===== config.mk =====
export PLATFORM = sky130hd
export DESIGN_NAME = seg_scan_ctrl_flat
export DESIGN_NICKNAME = d
export VERILOG_FILES = /design/src/rtl/seg_scan_ctrl_if.sv /design/src/rtl/seg_scan_ctrl.sv /design/src/flat_wrapper.sv
export SDC_FILE = /design/constraint.sdc
export NUM_CORES = 1
export LEC_CHECK = 0
export CELL_PAD_IN_SITES_DETAIL_PLACEMENT = 1
export CELL_PAD_IN_SITES_GLOBAL_PLACEMENT = 1
export CORE_ASPECT_RATIO = 2
export CORE_MARGIN = 1.5
export CORE_UTILIZATION = 50
export CTS_CLUSTER_SIZE = 20
export DETAILED_ROUTE_END_ITERATION = 6
export DONT_BUFFER_PORTS = 1
export PLACE_DENSITY_LB_ADDON = 0.1
export SYNTH_ARGS = -nofsm -noshare
export SYNTH_HDL_FRONTEND = slang
export SYNTH_SLANG_ARGS = --single-unit

===== constraint.sdc =====
create_clock -name clk -period 5.1 [get_ports clk]
set_input_delay 0.255 -clock clk [delete_from_list [all_inputs] [get_ports clk]]
set_output_delay 0.255 -clock clk [all_outputs]
set_load 0.01 [all_outputs]

===== src/rtl/seg_scan_ctrl_if.sv =====
`default_nettype none
// ============================================================================
//  Module      : seg_scan_ctrl_if
//  Description : Bundle between the MMIO write decoder and the seven-segment
//                scan controller. Carries the display-word write port, the
//                commit/frame pulses and the segment/anode pin drives.
//  Revision    : 1.0 - initial release
// ============================================================================
interface seg_scan_ctrl_if;
    logic        wr_en;
    logic [31:0] wr_data;
    logic [7:0]  wr_mask;
    logic        lz_en;
    logic        wr_ack;
    logic        frame_done;
    logic [6:0]  seg;
    logic [7:0]  an;

    // CPU/decoder side: issues writes, observes pulses and pins
    modport master (
        output wr_en,
        output wr_data,
        output wr_mask,
        output lz_en,
        input  wr_ack,
        input  frame_done,
        input  seg,
        input  an
    );

    // Scan controller side
    modport slave (
        input  wr_en,
        input  wr_data,
        input  wr_mask,
        input  lz_en,
        output wr_ack,
        output frame_done,
        output seg,
        output an
    );
endinterface
`default_nettype wire


===== src/rtl/seg_scan_ctrl.sv =====
`default_nettype none
// ============================================================================
//  Module      : seg_scan_ctrl
//  Description : Time-multiplexed scan controller for an 8-digit common-anode
//                seven-segment display. A written word waits in pending
//                registers and commits only at a frame boundary, so a frame
//                never mixes old and new digits. Each slot starts with a
//                blanking interval; digits can be masked or suppressed as
//                leading zeros. All pin outputs are registered.
//  Revision    : 1.0 - initial release
// ============================================================================
module seg_scan_ctrl #(
    parameter int PRESCALE = 1000,  // clk cycles per digit slot (>= 2)
    parameter int BLANK    = 16     // dark cycles at slot start (< PRESCALE)
) (
    input  wire logic       clk,
    input  wire logic       rst,
    seg_scan_ctrl_if.slave  bus
);

    localparam int                 c_cnt_w   = $clog2(PRESCALE);
    localparam logic [c_cnt_w-1:0] c_cnt_max = c_cnt_w'(PRESCALE - 1);
    localparam logic [c_cnt_w-1:0] c_blank   = c_cnt_w'(BLANK);

    // Scan position
    logic [c_cnt_w-1:0] r_cnt;
    logic [2:0]         r_d;

    // Pending (written, not yet displayed) word
    logic [31:0]        r_p_data;
    logic [7:0]         r_p_mask;
    logic               r_p_lz;
    logic               r_p_valid;

    // Active (currently displayed) word
    logic [31:0]        r_a_data;
    logic [7:0]         r_a_mask;
    logic               r_a_lz;

    // Registered outputs
    logic [7:0]         r_an;
    logic [6:0]         r_seg;
    logic               r_wr_ack;
    logic               r_frame_done;

    // Combinational helpers
    logic               w_slot_end;
    logic               w_fb;
    logic               w_commit;
    logic [7:0]         w_lz_sup;
    logic [3:0]         w_nib;
    logic               w_vis;
    logic [6:0]         w_hex_seg;
    logic [7:0]         w_an_nxt;
    logic [6:0]         w_seg_nxt;

    assign w_slot_end = (r_cnt == c_cnt_max);
    assign w_fb       = w_slot_end && (r_d == 3'd7);
    // A write landing on the boundary commits at once, even with nothing pending
    assign w_commit   = w_fb && (r_p_valid || bus.wr_en);

    // Prescale counter and digit index; d wraps 7->0 by natural overflow
    always_ff @(posedge clk) begin
        if (rst) begin
            r_cnt <= '0;
            r_d   <= 3'd0;
        end else if (w_slot_end) begin
            r_cnt <= '0;
            r_d   <= r_d + 3'd1;
        end else begin
            r_cnt <= r_cnt + 1'b1;
        end
    end

    // Pending registers: last write wins, cleared by commit or reset
    always_ff @(posedge clk) begin
        if (rst) begin
            r_p_data  <= 32'd0;
            r_p_mask  <= 8'd0;
            r_p_lz    <= 1'b0;
            r_p_valid <= 1'b0;
        end else if (w_commit) begin
            r_p_valid <= 1'b0;
        end else if (bus.wr_en) begin
            r_p_data  <= bus.wr_data;
            r_p_mask  <= bus.wr_mask;
            r_p_lz    <= bus.lz_en;
            r_p_valid <= 1'b1;
        end
    end

    // Active registers: load at frame boundary, same-cycle write bypasses pending
    always_ff @(posedge clk) begin
        if (rst) begin
            r_a_data <= 32'd0;
            r_a_mask <= 8'h00;
            r_a_lz   <= 1'b0;
        end else if (w_commit) begin
            if (bus.wr_en) begin
                r_a_data <= bus.wr_data;
                r_a_mask <= bus.wr_mask;
                r_a_lz   <= bus.lz_en;
            end else begin
                r_a_data <= r_p_data;
                r_a_mask <= r_p_mask;
                r_a_lz   <= r_p_lz;
            end
        end
    end

    // Leading-zero suppression: digit k dark when it and all higher nibbles are 0
    generate
        for (genvar k = 0; k < 8; k++) begin : g_lz
            if (k == 0) begin : g_lz_lsd
                assign w_lz_sup[k] = 1'b0;
            end else begin : g_lz_upper
                assign w_lz_sup[k] = r_a_lz && ((r_a_data >> (4 * k)) == 32'd0);
            end
        end
    endgenerate

    assign w_nib = r_a_data[{r_d, 2'b00} +: 4];
    assign w_vis = r_a_mask[r_d] && (r_cnt >= c_blank) && !w_lz_sup[r_d];

    // Hex to active-low segment pattern, bit order gfedcba
    always_comb begin
        w_hex_seg = 7'h7F;
        case (w_nib)
            4'h0:    w_hex_seg = 7'b1000000;
            4'h1:    w_hex_seg = 7'b1111001;
            4'h2:    w_hex_seg = 7'b0100100;
            4'h3:    w_hex_seg = 7'b0110000;
            4'h4:    w_hex_seg = 7'b0011001;
            4'h5:    w_hex_seg = 7'b0010010;
            4'h6:    w_hex_seg = 7'b0000010;
            4'h7:    w_hex_seg = 7'b1111000;
            4'h8:    w_hex_seg = 7'b0000000;
            4'h9:    w_hex_seg = 7'b0010000;
            4'hA:    w_hex_seg = 7'b0001000;
            4'hB:    w_hex_seg = 7'b0000011;
            4'hC:    w_hex_seg = 7'b1000110;
            4'hD:    w_hex_seg = 7'b0100001;
            4'hE:    w_hex_seg = 7'b0000110;
            4'hF:    w_hex_seg = 7'b0001110;
            default: w_hex_seg = 7'h7F;
        endcase
    end

    // Next pin state: one anode low when the current digit is visible
    always_comb begin
        w_an_nxt  = 8'hFF;
        w_seg_nxt = 7'h7F;
        if (w_vis) begin
            w_an_nxt  = ~(8'd1 << r_d);
            w_seg_nxt = w_hex_seg;
        end
    end

    // Output registers: one cycle behind the scan position
    always_ff @(posedge clk) begin
        if (rst) begin
            r_an         <= 8'hFF;
            r_seg        <= 7'h7F;
            r_wr_ack     <= 1'b0;
            r_frame_done <= 1'b0;
        end else begin
            r_an         <= w_an_nxt;
            r_seg        <= w_seg_nxt;
            r_wr_ack     <= w_commit;
            r_frame_done <= w_fb;
        end
    end

    assign bus.an         = r_an;
    assign bus.seg        = r_seg;
    assign bus.wr_ack     = r_wr_ack;
    assign bus.frame_done = r_frame_done;

endmodule
`default_nettype wire


===== src/flat_wrapper.sv =====
// flat-port wrapper written by rule: the top's interface ports become plain ports
module seg_scan_ctrl_flat 
#(
    parameter int PRESCALE = 1000,                                     
    parameter int BLANK    = 16                                              
)
  (clk, rst, bus_wr_en, bus_wr_data, bus_wr_mask, bus_lz_en, bus_wr_ack, bus_frame_done, bus_seg, bus_an);
  seg_scan_ctrl_if bus_i ();
  input  wire logic clk;
  input  wire logic rst;
  input wire logic [$bits(bus_i.wr_en)-1:0] bus_wr_en;
  input wire logic [$bits(bus_i.wr_data)-1:0] bus_wr_data;
  input wire logic [$bits(bus_i.wr_mask)-1:0] bus_wr_mask;
  input wire logic [$bits(bus_i.lz_en)-1:0] bus_lz_en;
  output wire logic [$bits(bus_i.wr_ack)-1:0] bus_wr_ack;
  output wire logic [$bits(bus_i.frame_done)-1:0] bus_frame_done;
  output wire logic [$bits(bus_i.seg)-1:0] bus_seg;
  output wire logic [$bits(bus_i.an)-1:0] bus_an;
  assign bus_i.wr_en = bus_wr_en;
  assign bus_i.wr_data = bus_wr_data;
  assign bus_i.wr_mask = bus_wr_mask;
  assign bus_i.lz_en = bus_lz_en;
  assign bus_wr_ack = bus_i.wr_ack;
  assign bus_frame_done = bus_i.frame_done;
  assign bus_seg = bus_i.seg;
  assign bus_an = bus_i.an;
  seg_scan_ctrl #(.PRESCALE(PRESCALE), .BLANK(BLANK)) u_core (.clk(clk), .rst(rst), .bus(bus_i));
endmodule

# Yosys cells after proc, flatten, opt, wreduce, memory -nomap -nowiden
# Memory sizes are Yosys's and may differ from the RTL's. A register that Yosys moved wholly into a read port is not among the register bits.
# Cells that the tools add are included.
# W data, S select, Z words.
# totals
mem_bits_rw,0
input_bits,44
latch_bits,0
wordCells,53
n_memories,1
reg_bits,106
rom_bits,112
out_inout_bits,17
# op_classes
n_eq_ne,2
n_addsub,2
n_mux,7
multipliers,0
bitwise_logic,2
n_lt_le_gt_ge,2
shift,2
n_reduce_logical,23
div_mod_pow,0
# memory_table
memory,words,word_bits,read_ports,rd_ports_with_merged_regs,write_ports,line,rtl
(no name shown),16,7,1,1,0,seg_scan_ctrl.sv:128,case (w_nib)
# ops
op,count
$logic_not A32 Y1,7
$mux W32,1
$shiftx A32 B6 Y4,1
$logic_and A1 B1 Y1,11
$add A10 B1 Y10 const B,1
$eq A10 B10 Y1 const B,1
$ge A10 B5 Y1 const B,1
$mux W8,1
$not A8 Y8,1
$shl A1 B3 Y8 const A,1
$bmux W1 S3,2
$reduce_or A2 Y1,3
$lt A3 B4 Y1 const B,1
$add A3 B1 Y3 const B,1
$eq A3 B3 Y1 const B,1
$mux W1,3
$logic_not A1 Y1,1
$logic_or A1 B1 Y1,1
$not A1 Y1,1

# Logic depth before layout (Yosys ltp)
# logic_depth
depth_word,8
mapped_depth,9
mapped_depth_nobuf,8

# Worst setup path after synthesis
# OpenSTA, ideal clock, no wires.
# synth_path
path_kind,register -> register
startpoint,register u_core.r_d[0]
endpoint,"register u_core.r_seg[3], in the netlist u_core.bus.seg[3]"
synth_period_minus_slack_ns,2.414
required_ns,4.964
setup_slack_ns,2.686
t_arrival_ns,2.277
path_buffers,1
stages_incl_launch_ff,9
setup_time_ns,0.136
path_cell_list,dfxtp_1 -> buf_6 -> mux4_1 -> mux2i_1 -> inv_1 -> ha_1 -> mux2_2 -> nor2_1 -> o21ai_1
# synth_between
elab_chain_len,6
elab_cells_between_ends,10
classes_between,1 x shift; 4 x mux; 1 x bitwise; 4 x reduce/logical
# synth_lines
element,line,rtl
"start, declared",seg_scan_ctrl.sv:27,logic [2:0] r_d;
"start signal, assigned",seg_scan_ctrl.sv:69,r_d <= r_d + 3'd1;
$bmux W1 S3,seg_scan_ctrl.sv:123,assign w_vis = r_a_mask[r_d] && (r_cnt >= c_blank) && !w_lz_sup[r_d];
$mux W1 (not written as such),seg_scan_ctrl.sv:123,
$logic_and A1 B1 Y1 or $logic_not A1 Y1 (tied branches),seg_scan_ctrl.sv:123,
$logic_and A1 B1 Y1,seg_scan_ctrl.sv:123,
$not A1 Y1 (no source line),-,
$reduce_or A2 Y1 (no source line),-,
"end, declared",seg_scan_ctrl.sv:42,logic [6:0] r_seg;
# Parallel ways exist; a longest one is shown, timed or not. The select of a mux whose other input is x is not followed.
# A chain may end at the register's enable or synchronous reset.

# Worst setup path in the final report
# layout_path
startpoint,register u_core.r_d[0]
endpoint,"register u_core.r_seg[5], in the netlist u_core.bus.seg[5]"
# The elaborated chain is that of the path after synthesis.

==> metrics.md <==
| Metric | Value |
|---|---|
| Yosys warns | `0` |
| Detailed-route DRC error count | `0` |
| Avg Inst Size Synth | `11.7 um2` |
| Synth top area share | `47.5%` |
| VDD IR max | `0.289 mV` |
| Max Slew Vio Count | `0` |
| Post-Layout Cell Count | `540` |
| # fillers | `945` |
| Max Clock Freq | `0.330 GHz` |
| RSZ-0062 raised after global routing | `false` |
| Pin count of the biggest net entering global routing | `81` |
| Synth top area cells | `dfxtp_1, mux2i_1, a32o_1, o2bb2ai_1, mux4_1` |
| Worst-path fanout max | `15` |
| Sw Share | `19.4%` |
| Seq pwr share | `around two fifths` |
| Num CTS Buffers | `17` |
| Worst Path Arrival | `between 3 and 4 ns` |
| Clock share of power | `between 50% and 60%` |
| Hold path cells | `1` |
| Die Ht | `roughly 140 um` |
| Final Routed Wirelength | `11400 um` |
| Fin Clk Skew | `~0.013 ns` |
| Final Worst Setup Slack | `2.07 ns` |
| GRT Total Usage | `approximately 24%` |
| Pwr Total | `2.30 mW` |
| Ant. Diodes | `0` |
| Detail Route Antenna Nets | `0` |
| DP HPWL | `7110 um` |
| Yosys reg bits | `113` |
| DRT iter0 DRCs | `96` |
| Core ar. | `about 9300 um2` |
| Most common cell in the synthesized netlist | `dfxtp_1` |
| Setup violators final | `0` |
| Final hold slack | `about 0.011 ns` |
| Tmin final | `3.03 ns` |
| Yosys top cell by area | `dfxtp_1` |
| Worst Hold Class | `in -> reg` |
| H-tree depth | `4` |
| FF+latch area | `roughly 2300 um2` |
| Syn_nets | `465` |
| Async S/R FF share, synth | `0%` |
| Comb power frac | `under 10%` |
| Critical Path Max Stage Delay | `slightly below 0.8 ns` |
| Number of port buffers | `0` |
| Area of the multi-input gates | `2330 um2` |
| Number of antenna violations at the first check in global routing | `0` |
| Internal power | `approximately 1.9 mW` |
| Vias in the first global route | `3616` |
| DIE WIDTH | `72 um` |
| Placed cell areas | `4780 um2` |
| First-pass GRT wire length | `between 15000 and 20000 um` |
| Rel. slew slack | `20.2%` |
| Worst setup path category | `reg -> reg` |
| Final core utilization | `61.2%` |
| Nets@finish | `481` |
| Clock net sink count | `113` |
| Setup_tns | `0 ns` |
| Syn Inst Count | `407` |
| Detailed-route via count | `3419` |
| Root buf cell | `clkbuf_16` |
| Pwr Density | `404 nW/um2` |
| Num ports | `slightly above 60` |
| Via/cell ratio | `about 6.3` |
| Max-Cap Viols | `0` |
| DR WL/cell | `21.1 um` |
| Max Buffers Root-to-Sink | `2` |
| Final Wtd Congestion | `0.801` |
| Area of the mapped netlist | `4760 um2` |
| Synth top cells by count | `dfxtp_1, mux2i_1, a32o_1, o2bb2ai_1, clkbuf_1` |
| Status | `finished, final reports clean` |
| Critical Path RT | `5.34 ns` |
| Layout Area Growth over Synthesis | `19.8%` |
| Slowest cell on the critical path | `dfxtp_1` |
| Share of layout cells above drive strength 1 | `10.6%` |
| Critical path launch point type | `flop` |
| Primary FF master, synth | `dfxtp_1` |
| Starting Density | `51.1%` |
| Die Area | `roughly 10000 um2` |
| GRT overflow | `0` |
| Crit share post-route | `59.4%` |
| Worst reg-to-reg path cell count | `8` |
| CP dominant cell by count | `inv_1` |
| Leak | `2.22 nW` |
| Register area share after synthesis | `47.5%` |
| Dpl ws | `roughly 2.1 ns` |
| NetSw | `0.448 mW` |
| Placed cell count | `a little under 500` |
| # rows | `50` |
| Hold Vio Cnt, Final | `0` |
| First-pass iteration count of the detailed router | `4` |
| Synth cell types | `45` |
| Worst skew pair latency | `0.41 ns` |
| Tightest Pin Transition | `roughly 1.2 ns` |
| CTS tree | `done` |
| Fin area | `5700 um2` |
| Worst path cell trace | `mux4_1 -> mux2i_1 -> inv_1 -> ha_1 -> inv_1 -> nor2_1 -> a21oi_1 -> o221ai_1` |
| Number of setup buffers added after CTS | `0` |
| Clock slew at reported path FFs | `roughly 0.050 ns` |
| Number of flops mapped to enable cells by yosys | `0` |
| Critical Path Sink Type | `flop` |
## timing repair
action / 4_1_cts / 5_1_grt
gates resized for setup: 0 / 0
hold buffers: 27 / 0
hold endpoints to repair: 32 / 0
## routing by layer
| metal | share of wire (%) | global-route usage, % | vias up | wire [um] |
|---|---|---|---|---|
| met3 | 2.6 | 5.36 | 20 | 291 |
| met1 | 36 | 25.2 | 1709 | 4150 |
| met4 | 2.3 | 11.4 | 0 | 266 |
| met5 | 0 | 0 | - | 0 |
| li1 | - | - | 1619 | - |
| met2 | 59 | 44.5 | 71 | 6700 |
## worst max-delay path: cells and delay by family, from the launching register on
kind,cells,cell delay [ns]
compound gates,2,0.31
fa+ha+maj,1,0.29
mux,2,1.18
simple gates,1,0.05
buf+inv,2,0.24
flops,1,0.79
## sequential cells by signal, indices dropped and copies added (netlist names)
name	flops
u_core.bus.wr_ack	1
u_core.r_cnt	10
u_core.r_p_mask	8
u_core.r_p_data	32
u_core.r_p_lz	1
u_core.r_a_mask	8
u_core.r_d	3
u_core.bus.seg	7
u_core.r_a_data	32
u_core.r_a_lz	1
u_core.bus.frame_done	1
u_core.bus.an	8
u_core.r_p_valid	1
## cell families (layout without fill, tap and decap cells)
| kind of cell | count (synthesis) | in the layout | synth area share (%) |
|---|---|---|---|
| muxes | 59 | 59 | 16.4 |
| AOI/OAI and AO/OA | 106 | 106 | 19.9 |
| and+or+nand+nor | 65 | 65 | 7.10 |
| xor gates and xnor gates | 8 | 8 | 1.47 |
| buffers and inverters | 42 | 71 | 3.94 |
| adders and majority gates | 14 | 14 | 3.68 |
| DFF | 113 | 113 | 47.5 |
## path summary, 6_finish.rpt
check,from,endpoint,slack (ns)
worst min register to register,u_core.r_a_mask[7],u_core.r_a_mask[7],0.46
worst max register to register,u_core.r_d[0],u_core.bus.seg[5],2.07
worst max-delay path,u_core.r_d[0],u_core.bus.seg[5],2.07
worst min-delay path,bus_wr_data[21],u_core.r_p_data[21],0.01
## power by group through the flow
stage,Clock [mW],Sequential [mW],Combinational [mW]
global placement,0,0.935,0.0683
global route,1.36,0.920,0.0981
detailed placement,0,0.936,0.0711
floorplan,0,0.933,0.0693
CTS,1.32,0.918,0.0910
finish,1.30,0.919,0.0900
## layout make-up
| cell class | instances | area share, % |
|---|---|---|
| clock inverter | 10 | 3.16 |
| multi-input combinational | 252 | 40.9 |
| timing repair buffer | 29 | 5.00 |
| tap | 104 | 2.28 |
| sequential | 113 | 39.7 |
| inverter | 10 | 0.658 |
| clock buffer | 22 | 8.32 |
## layout by cell type (no fill, tap or decap), drive strengths merged, types with 2 or more instances in the layout
| cell type | instances |
|---|---|
| and3 | 2 |
| ha | 14 |
| o211ai | 3 |
| inv | 10 |
| nand3 | 12 |
| a32o | 41 |
| nor3 | 3 |
| xor2 | 5 |
| o21ai | 6 |
| nor2 | 19 |
| nand2b | 2 |
| mux4 | 10 |
| bufinv | 5 |
| dlygate4sd3 | 27 |
| xnor2 | 3 |
| mux2i | 48 |
| nand4 | 2 |
| and2 | 2 |
| clkinv | 3 |
| o221ai | 2 |
| clkinvlp | 2 |
| clkbuf | 22 |
| nand2 | 9 |
| buf | 2 |
| o2bb2ai | 41 |
| nor4 | 6 |
| a21oi | 8 |
| dfxtp | 113 |
No activity file was read; power rests on OpenSTA's default activity.
